$ cat config.mk
export PLATFORM = sky130hd
export DESIGN_NAME = bp_be_fma_wb_tracker_flat
export DESIGN_NICKNAME = d
export VERILOG_FILES = /design/src/rtl/bp_be_fma_wb_tracker_pkg.sv /design/src/rtl/bp_be_fma_wb_tracker_if.sv /design/src/rtl/bp_be_wb_tag_shift.sv /design/src/rtl/bp_be_fma_wb_tracker.sv /design/src/flat_wrapper.sv
export SDC_FILE = /design/constraint.sdc
export NUM_CORES = 1
export LEC_CHECK = 0
export ABC_AREA = 1
export CORE_ASPECT_RATIO = 1.4
export CORE_MARGIN = 3
export CORE_UTILIZATION = 32
export DETAILED_ROUTE_END_ITERATION = 10
export GPL_TIMING_DRIVEN = 0
export PLACE_DENSITY = 0.7
export SLEW_MARGIN = 15
export SYNTH_ARGS = -nofsm -noshare
export SYNTH_HDL_FRONTEND = slang
export SYNTH_SLANG_ARGS = --single-unit
$ cat constraint.sdc
create_clock -name clk_i -period 1.8 [get_ports clk_i]
set_input_delay 0.36 -clock clk_i [delete_from_list [all_inputs] [get_ports clk_i]]
set_output_delay 0.36 -clock clk_i [all_outputs]
set_load 0.02 [all_outputs]
$ cat src/rtl/bp_be_fma_wb_tracker_pkg.sv
// Shared types for the FMA/IMUL writeback tracker: FP register format, fflags layout,
// the writeback tag carried alongside the calculator pipe, and configuration helpers.
package bp_be_fma_wb_tracker_pkg;

    typedef enum logic [1:0] {
        e_bp_default_cfg,
        e_bp_unicore_cfg
    } bp_params_e;

    localparam int unsigned dpath_width_gp    = 64;
    localparam int unsigned reg_addr_width_gp = 5;
    localparam int unsigned num_regs_gp       = 32;

    // Recoded FP register: one extra bit over the datapath plus a single-precision marker
    typedef struct packed {
        logic                      sp_not_dp;
        logic [dpath_width_gp:0]   rec;
    } bp_be_fp_reg_s;

    typedef struct packed {
        logic nv;
        logic dz;
        logic of;
        logic uf;
        logic nx;
    } rv64_fflags_s;

    typedef struct packed {
        logic                         v;
        logic                         kill;
        logic [reg_addr_width_gp-1:0] rd;
    } bp_be_wb_tag_s;

    // Integer datapath width implied by a processor configuration
    function automatic int unsigned cfg_dpath_width(bp_params_e cfg);
        unique case (cfg)
            e_bp_default_cfg: return 64;
            e_bp_unicore_cfg: return 64;
            default:          return 0;
        endcase
    endfunction

endpackage

$ cat src/rtl/bp_be_fma_wb_tracker_if.sv
// Issue, pipe-return and writeback signals between the calculator pipe and the tracker.
interface bp_be_fma_wb_tracker_if;

    logic                                              issue_v_i;
    logic                                              issue_fma_i;
    logic [bp_be_fma_wb_tracker_pkg::reg_addr_width_gp-1:0] issue_rd_i;
    logic                                              flush_i;
    logic                                              fma_v_i;
    bp_be_fma_wb_tracker_pkg::bp_be_fp_reg_s           fma_data_i;
    bp_be_fma_wb_tracker_pkg::rv64_fflags_s            fma_fflags_i;
    logic                                              imul_v_i;
    logic [bp_be_fma_wb_tracker_pkg::dpath_width_gp-1:0]    imul_data_i;
    logic                                              fflags_clear_i;

    logic                                              fp_wb_v_o;
    logic [bp_be_fma_wb_tracker_pkg::reg_addr_width_gp-1:0] fp_wb_rd_o;
    bp_be_fma_wb_tracker_pkg::bp_be_fp_reg_s           fp_wb_data_o;
    logic                                              int_wb_v_o;
    logic [bp_be_fma_wb_tracker_pkg::reg_addr_width_gp-1:0] int_wb_rd_o;
    logic [bp_be_fma_wb_tracker_pkg::dpath_width_gp-1:0]    int_wb_data_o;
    bp_be_fma_wb_tracker_pkg::rv64_fflags_s            fflags_acc_o;
    logic [bp_be_fma_wb_tracker_pkg::num_regs_gp-1:0]       fp_busy_o;
    logic [bp_be_fma_wb_tracker_pkg::num_regs_gp-1:0]       int_busy_o;
    logic                                              err_o;

    modport master (
        output issue_v_i, issue_fma_i, issue_rd_i, flush_i, fma_v_i, fma_data_i, fma_fflags_i,
               imul_v_i, imul_data_i, fflags_clear_i,
        input  fp_wb_v_o, fp_wb_rd_o, fp_wb_data_o, int_wb_v_o, int_wb_rd_o, int_wb_data_o,
               fflags_acc_o, fp_busy_o, int_busy_o, err_o
    );

    modport slave (
        input  issue_v_i, issue_fma_i, issue_rd_i, flush_i, fma_v_i, fma_data_i, fma_fflags_i,
               imul_v_i, imul_data_i, fflags_clear_i,
        output fp_wb_v_o, fp_wb_rd_o, fp_wb_data_o, int_wb_v_o, int_wb_rd_o, int_wb_data_o,
               fflags_acc_o, fp_busy_o, int_busy_o, err_o
    );

endinterface

$ cat src/rtl/bp_be_wb_tag_shift.sv
// Destination-tag delay line that walks in step with one calculator pipe. The head entry
// lines up with the pipe's result valid; a flush marks every in-flight tag as killed.
module bp_be_wb_tag_shift
    import bp_be_fma_wb_tracker_pkg::*;
#(
    parameter int unsigned depth_p = 4
) (
    input  logic                         clk_i,
    input  logic                         reset_i,
    input  logic                         push_v_i,
    input  logic [reg_addr_width_gp-1:0] push_rd_i,
    input  logic                         flush_i,
    output bp_be_wb_tag_s                head_o,
    output logic [num_regs_gp-1:0]       live_o
);

    bp_be_wb_tag_s tag_q [depth_p];
    bp_be_wb_tag_s tag_d [depth_p];

    // Next state: new tag enters stage 0, the rest shift, flush kills everything in flight
    always_comb begin
        tag_d[0].v    = push_v_i;
        tag_d[0].kill = push_v_i & flush_i;
        tag_d[0].rd   = push_v_i ? push_rd_i : '0;
        for (int k = 1; k < int'(depth_p); k++) begin
            tag_d[k]      = tag_q[k-1];
            tag_d[k].kill = tag_q[k-1].kill | (tag_q[k-1].v & flush_i);
        end
    end

    // Head seen by the result; a same-cycle flush kills it before it can write back
    always_comb begin
        head_o      = tag_q[depth_p-1];
        head_o.kill = tag_q[depth_p-1].kill | flush_i;
    end

    // Registers with a live pending write, including the tag entering this cycle
    always_comb begin
        live_o = '0;
        if (push_v_i && !flush_i) begin
            live_o[push_rd_i] = 1'b1;
        end
        for (int k = 0; k < int'(depth_p); k++) begin
            if (tag_q[k].v && !tag_q[k].kill && !flush_i) begin
                live_o[tag_q[k].rd] = 1'b1;
            end
        end
    end

    // Tag storage
    always_ff @(posedge clk_i) begin
        if (reset_i) begin
            tag_q <= '{default: '0};
        end else begin
            tag_q <= tag_d;
        end
    end

endmodule

$ cat src/rtl/bp_be_fma_wb_tracker.sv
// Writeback tagging for the FMA/IMUL calculator pipe: pairs returning results with the
// destination captured at issue, drops flushed ops, tracks busy registers, accrues fflags
// and flags any result/tag misalignment.
module bp_be_fma_wb_tracker
    import bp_be_fma_wb_tracker_pkg::*;
#(
    parameter bp_params_e  bp_params_p    = e_bp_default_cfg,
    parameter int unsigned fma_latency_p  = 5,
    parameter int unsigned imul_latency_p = 4
) (
    input  logic                   clk_i,
    input  logic                   reset_i,
    bp_be_fma_wb_tracker_if.slave  trk_io
);

    localparam int unsigned fma_depth_lp  = fma_latency_p - 1;
    localparam int unsigned imul_depth_lp = imul_latency_p - 1;
    localparam int unsigned mask_width_lp = $clog2(fma_latency_p);
    localparam logic [mask_width_lp-1:0] mask_init_lp = mask_width_lp'(fma_depth_lp);

    if (fma_latency_p < 3) begin : g_bad_fma_latency
        $error("fma_latency_p must be at least 3");
    end
    if (imul_latency_p < 2) begin : g_bad_imul_latency
        $error("imul_latency_p must be at least 2");
    end
    if (cfg_dpath_width(bp_params_p) != dpath_width_gp) begin : g_bad_cfg
        $error("configuration datapath width does not match dpath_width_gp");
    end

    bp_be_wb_tag_s            fma_head, imul_head;
    logic [num_regs_gp-1:0]   fma_live, imul_live;
    logic                     fp_wb_v, int_wb_v, tag_err;
    logic [4:0]               new_flags, fflags_d, fflags_q;
    logic                     err_d, err_q;
    logic [mask_width_lp-1:0] mask_d, mask_q;

    bp_be_wb_tag_shift #(
        .depth_p (fma_depth_lp)
    ) fma_tags (
        .clk_i     (clk_i),
        .reset_i   (reset_i),
        .push_v_i  (trk_io.issue_v_i & trk_io.issue_fma_i),
        .push_rd_i (trk_io.issue_rd_i),
        .flush_i   (trk_io.flush_i),
        .head_o    (fma_head),
        .live_o    (fma_live)
    );

    bp_be_wb_tag_shift #(
        .depth_p (imul_depth_lp)
    ) imul_tags (
        .clk_i     (clk_i),
        .reset_i   (reset_i),
        .push_v_i  (trk_io.issue_v_i & ~trk_io.issue_fma_i),
        .push_rd_i (trk_io.issue_rd_i),
        .flush_i   (trk_io.flush_i),
        .head_o    (imul_head),
        .live_o    (imul_live)
    );

    // Writeback pairing, flag accrual and misalignment detection
    always_comb begin
        fp_wb_v   = trk_io.fma_v_i & fma_head.v & ~fma_head.kill & ~reset_i;
        // x0 is hardwired; its tag still tracks the pipe but never writes back
        int_wb_v  = trk_io.imul_v_i & imul_head.v & ~imul_head.kill
                  & (imul_head.rd != '0) & ~reset_i;
        new_flags = fp_wb_v ? trk_io.fma_fflags_i : '0;
        fflags_d  = trk_io.fflags_clear_i ? new_flags : (fflags_q | new_flags);
        // Results still draining from before reset have no tags; ignore them while masked
        tag_err   = ((trk_io.fma_v_i ^ fma_head.v) | (trk_io.imul_v_i ^ imul_head.v))
                  & (mask_q == '0);
        err_d     = err_q | tag_err;
        mask_d    = (mask_q != '0) ? (mask_q - mask_width_lp'(1)) : mask_q;
    end

    // Output drive; busy and packets are forced quiet during reset
    always_comb begin
        trk_io.fp_wb_v_o     = fp_wb_v;
        trk_io.fp_wb_rd_o    = fp_wb_v ? fma_head.rd : '0;
        trk_io.fp_wb_data_o  = fp_wb_v ? trk_io.fma_data_i : '0;
        trk_io.int_wb_v_o    = int_wb_v;
        trk_io.int_wb_rd_o   = int_wb_v ? imul_head.rd : '0;
        trk_io.int_wb_data_o = int_wb_v ? trk_io.imul_data_i : '0;
        trk_io.fflags_acc_o  = fflags_q;
        trk_io.err_o         = err_q;
        trk_io.fp_busy_o     = reset_i ? '0 : fma_live;
        trk_io.int_busy_o    = reset_i ? '0 : (imul_live & ~num_regs_gp'(1));
    end

    // Accrued flags, sticky error and post-reset error mask
    always_ff @(posedge clk_i) begin
        if (reset_i) begin
            fflags_q <= '0;
            err_q    <= 1'b0;
            mask_q   <= mask_init_lp;
        end else begin
            fflags_q <= fflags_d;
            err_q    <= err_d;
            mask_q   <= mask_d;
        end
    end

endmodule

$ cat src/flat_wrapper.sv
// flat-port wrapper written by rule: the top's interface ports become plain ports
module bp_be_fma_wb_tracker_flat import bp_be_fma_wb_tracker_pkg::*;
#(
    parameter bp_params_e  bp_params_p    = e_bp_default_cfg,
    parameter int unsigned fma_latency_p  = 5,
    parameter int unsigned imul_latency_p = 4
)
  (clk_i, reset_i, trk_io_issue_v_i, trk_io_issue_fma_i, trk_io_issue_rd_i, trk_io_flush_i, trk_io_fma_v_i, trk_io_fma_data_i, trk_io_fma_fflags_i, trk_io_imul_v_i, trk_io_imul_data_i, trk_io_fflags_clear_i, trk_io_fp_wb_v_o, trk_io_fp_wb_rd_o, trk_io_fp_wb_data_o, trk_io_int_wb_v_o, trk_io_int_wb_rd_o, trk_io_int_wb_data_o, trk_io_fflags_acc_o, trk_io_fp_busy_o, trk_io_int_busy_o, trk_io_err_o);
  bp_be_fma_wb_tracker_if trk_io_i ();
  input  logic clk_i;
  input  logic reset_i;
  input wire logic [$bits(trk_io_i.issue_v_i)-1:0] trk_io_issue_v_i;
  input wire logic [$bits(trk_io_i.issue_fma_i)-1:0] trk_io_issue_fma_i;
  input wire logic [$bits(trk_io_i.issue_rd_i)-1:0] trk_io_issue_rd_i;
  input wire logic [$bits(trk_io_i.flush_i)-1:0] trk_io_flush_i;
  input wire logic [$bits(trk_io_i.fma_v_i)-1:0] trk_io_fma_v_i;
  input wire logic [$bits(trk_io_i.fma_data_i)-1:0] trk_io_fma_data_i;
  input wire logic [$bits(trk_io_i.fma_fflags_i)-1:0] trk_io_fma_fflags_i;
  input wire logic [$bits(trk_io_i.imul_v_i)-1:0] trk_io_imul_v_i;
  input wire logic [$bits(trk_io_i.imul_data_i)-1:0] trk_io_imul_data_i;
  input wire logic [$bits(trk_io_i.fflags_clear_i)-1:0] trk_io_fflags_clear_i;
  output wire logic [$bits(trk_io_i.fp_wb_v_o)-1:0] trk_io_fp_wb_v_o;
  output wire logic [$bits(trk_io_i.fp_wb_rd_o)-1:0] trk_io_fp_wb_rd_o;
  output wire logic [$bits(trk_io_i.fp_wb_data_o)-1:0] trk_io_fp_wb_data_o;
  output wire logic [$bits(trk_io_i.int_wb_v_o)-1:0] trk_io_int_wb_v_o;
  output wire logic [$bits(trk_io_i.int_wb_rd_o)-1:0] trk_io_int_wb_rd_o;
  output wire logic [$bits(trk_io_i.int_wb_data_o)-1:0] trk_io_int_wb_data_o;
  output wire logic [$bits(trk_io_i.fflags_acc_o)-1:0] trk_io_fflags_acc_o;
  output wire logic [$bits(trk_io_i.fp_busy_o)-1:0] trk_io_fp_busy_o;
  output wire logic [$bits(trk_io_i.int_busy_o)-1:0] trk_io_int_busy_o;
  output wire logic [$bits(trk_io_i.err_o)-1:0] trk_io_err_o;
  assign trk_io_i.issue_v_i = trk_io_issue_v_i;
  assign trk_io_i.issue_fma_i = trk_io_issue_fma_i;
  assign trk_io_i.issue_rd_i = trk_io_issue_rd_i;
  assign trk_io_i.flush_i = trk_io_flush_i;
  assign trk_io_i.fma_v_i = trk_io_fma_v_i;
  assign trk_io_i.fma_data_i = trk_io_fma_data_i;
  assign trk_io_i.fma_fflags_i = trk_io_fma_fflags_i;
  assign trk_io_i.imul_v_i = trk_io_imul_v_i;
  assign trk_io_i.imul_data_i = trk_io_imul_data_i;
  assign trk_io_i.fflags_clear_i = trk_io_fflags_clear_i;
  assign trk_io_fp_wb_v_o = trk_io_i.fp_wb_v_o;
  assign trk_io_fp_wb_rd_o = trk_io_i.fp_wb_rd_o;
  assign trk_io_fp_wb_data_o = trk_io_i.fp_wb_data_o;
  assign trk_io_int_wb_v_o = trk_io_i.int_wb_v_o;
  assign trk_io_int_wb_rd_o = trk_io_i.int_wb_rd_o;
  assign trk_io_int_wb_data_o = trk_io_i.int_wb_data_o;
  assign trk_io_fflags_acc_o = trk_io_i.fflags_acc_o;
  assign trk_io_fp_busy_o = trk_io_i.fp_busy_o;
  assign trk_io_int_busy_o = trk_io_i.int_busy_o;
  assign trk_io_err_o = trk_io_i.err_o;
  bp_be_fma_wb_tracker #(.bp_params_p(bp_params_p), .fma_latency_p(fma_latency_p), .imul_latency_p(imul_latency_p)) u_core (.clk_i(clk_i), .reset_i(reset_i), .trk_io(trk_io_i));
endmodule
==> impl_metrics.csv <==
group,metric,value,unit
setup_path,critPathKind,"register to output port",
cts,htree_num_levels,3,
yosys,synth_edf_count,0,
floorplanning,start_util,33.14,%
final_layout,synthToLayoutAreaGrowth,131.3,%
power_and_ir_drop,p_leak,6.494,nW
floorplanning,die_h,168.8,um
floorplanning,core.rowCount,58,
timing,fin_crit_sh,122.4,%
placement,preCtsSetupSlack,-1.638,ns
power_and_ir_drop,p_switching,1.347,mW
cts,cts_buffers,9,
yosys,synth_top_area_share,22.91,%
yosys,synth-main-ff-cell,"dfxtp_1",
cts,cts_tree,"done",
timing,final_hold_viol_count,0,
global_route,grt.overflow.total,0,
drt,vias,10280,
cts,clock-sinks,58,
final_layout,final_util,76.66,%
power_and_ir_drop,sw_frac_of_total,30.10,%
final_layout,final_cell_mix,"nand2_1, nor2_1, inv_1, buf_6, buf_4",
timing,setup_slack,-0.4036,ns
job,maxCapViolations,0,
drt,ant_nets,0,
timing,fin_skew,0.01177,ns
drt,routed_wl,42.35,mm
cts,cts_buffer_depth,2,
final_layout,nNetsFinal,1850,
yosys,ys_seq_area_share,19.16,%
placement,post-dp-hpwl,29.13,mm
drt,drtIter0Drc,917,
power_and_ir_drop,p_comb_share,24.5,%
power_and_ir_drop,power.total,4.476,mW
yosys,synth-seq-cells,58,
drt,drcViolationCount,0,
drt,wire_per_inst,21.77,um
yosys,synth_top_area_cell,"nor2_1",
final_layout,drive_gt1_share,48.15,%
power_and_ir_drop,ir_drop,338.8,uV
yosys,async_flop_share,0,%
floorplanning,core_area,18290,um^2
timing,tightest_slew,0.7674,ns
yosys,ys_types,32,
global_route,grt_pass1_vias,9374,
timing,fmax,453.8,MHz
setup_path,end_kind,"output port",
global_route,grt_pass1_wl,56.35,mm
setup_path,crit_required,1.44,ns
run_status,violations,"setup timing",
power_and_ir_drop,p_clk_share,44.8,%
timing,slew_viol_final,0,
setup_path,startpoint_type,"register",
final_layout,final_common_cell,"nand2_1",
power_and_ir_drop,internal-power,3.129,mW
final_layout,fin_cells,1945,
placement,gp_congestion,1.020,
timing,slew_headroom,48.84,%
global_route,grt.total_usage,36.22,%
timing,setup_viol,205,
drt,vias_per_cell,5.284,
floorplanning,io_pins,360,
placement,portBuffers,357,
yosys,synth_nets,1341,
cts,hold_buffers,0,
power_and_ir_drop,p_per_area,319.3,nW/um^2
cts,clk_pin_slew,0.06,ns
cts,cts_root_buf,"clkbuf_16",
yosys,syn_inst,1189,
yosys,synth_area_per_cell,5.097,um^2
power_and_ir_drop,p_seq_share,30.6,%
run_status,status,"finished, violations left",
setup_path,cp_max_fo,8,
yosys,ys_warn_count,0,
yosys,syn-cell-area,6061,um^2
floorplanning,fp.dieW,122.3,um
timing,setup_tns,-57.52,ns
timing,period_needed,2.204,ns
timing,rsz0062_at_grt,"yes",
setup_path,arrival,1.84,ns
cts,clkLatencyLatePin,0.35,ns
placement,dp.cells,1786,
floorplanning,die_area,20650,um^2
drt,drt-pass1-iter-count,6,
global_route,grt_max_degree,12,
yosys,synth.area.top_cells,"nor2_1, dfxtp_1, nand2_1, inv_1, nand3_1",
global_route,antenna_found_initial,3,
min_path,hold_class,"input port to register",
cells by family after synthesis:
kind of cell	count (synthesis)	synth area share, %
xor+xnor	1	0.1445
other cells	1	0.06187
buf+inv	252	17.16
flops	58	19.16
compound gates	51	4.211
fa+ha+maj	4	0.8258
simple gates	822	58.44
worst max-delay path, stage by stage, from the launching register on:
cell and delay (ns):
dfxtp_4 0.35, nor2_8 0.12, buf_6 0.13, nand4_4 0.24
nor2_2 0.20, nor2_2 0.07, a21oi_2 0.23, buf_6 0.16
synthesized netlist by cell type (6+ instances only):
cell and n:
nor2_1 370, nand2_1 287, inv_1 213, nand3_1 86, dfxtp_1 58, nor3_1 38
o21ai_0 29, a21oi_1 21, buf_2 15, nor2_4 11, buf_6 9, clkbuf_1 8
nand4_2 6
per-layer routing:
layer	wire length (um)	vias up	global-route usage, %	share of wire, %
met5	0	-	0	0
met2	19860	780	59.02	47
li1	-	4591	-	-
met4	3003	0	19.64	7.1
met3	5337	226	11.23	13
met1	14150	4681	42.00	33
power by group through the flow:
stage / clock network, mW / registers (mW) / logic (mW)
2_1_floorplan: 0 / 1.41 / 0.342
3_3_place_gp: 0 / 1.41 / 0.806
3_5_place_dp: 0 / 1.41 / 0.817
4_1_cts: 1.97 / 1.38 / 0.984
5_1_grt: 2.05 / 1.38 / 1.17
6_report: 2.01 / 1.37 / 1.10
registers in the layout (all words and copies together) (netlist names):
register and cells:
u_core.fma_tags.head_o 6, u_core.fma_tags.tag_d 18, u_core.fma_tags.tag_q 4, u_core.imul_tags.head_o 6, u_core.imul_tags.tag_d 12, u_core.imul_tags.tag_q 3
u_core.mask_q 3, u_core.trk_io.err_o 1, u_core.trk_io.fflags_acc_o 5
timing repair:
action	4_1_cts	5_1_grt
pin swaps	106	111
gates cloned	14	7
endpoints found under the setup margin	205	205
resized for setup	1395	526
setup buffers	71	57
stage by stage:
step	area, um^2	hold slack, ns
2_1_floorplan	6061	0.4224
3_3_place_gp	9935	0.4357
3_5_place_dp	9935	0.4447
4_1_cts	12300	0.3002
5_1_grt	14010	0.3144
6_report	14020	0.3084
cell type report:
cell class                 instances  area (um^2)
tap                              240        300.3
inverter                         216        869.6
antenna                            2        5.005
sequential                        58         1262
fill                            1395         4269
timing repair buffer             499         5149
clock buffer                      12        256.5
multi-input combinational        881         5707
buffer                            33        395.4
clock inverter                     4        73.82
worst paths after layout:
| path | cells after the start | start | to | slack, ns |
|---|---|---|---|---|
| max | 7 | u_core.fma_tags.tag_q[5] | trk_io_fp_busy_o[31] | -0.40 |
| min | 3 | trk_io_issue_v_i | u_core.imul_tags.tag_d[13] | 0.31 |
| min reg2reg | 2 | u_core.fma_tags.tag_d[20] | u_core.fma_tags.tag_d[13] | 0.45 |
| max reg2reg | 10 | u_core.fma_tags.tag_q[5] | u_core.trk_io.fflags_acc_o[4] | 0.29 |
No activity file was read; power rests on OpenSTA's default activity.
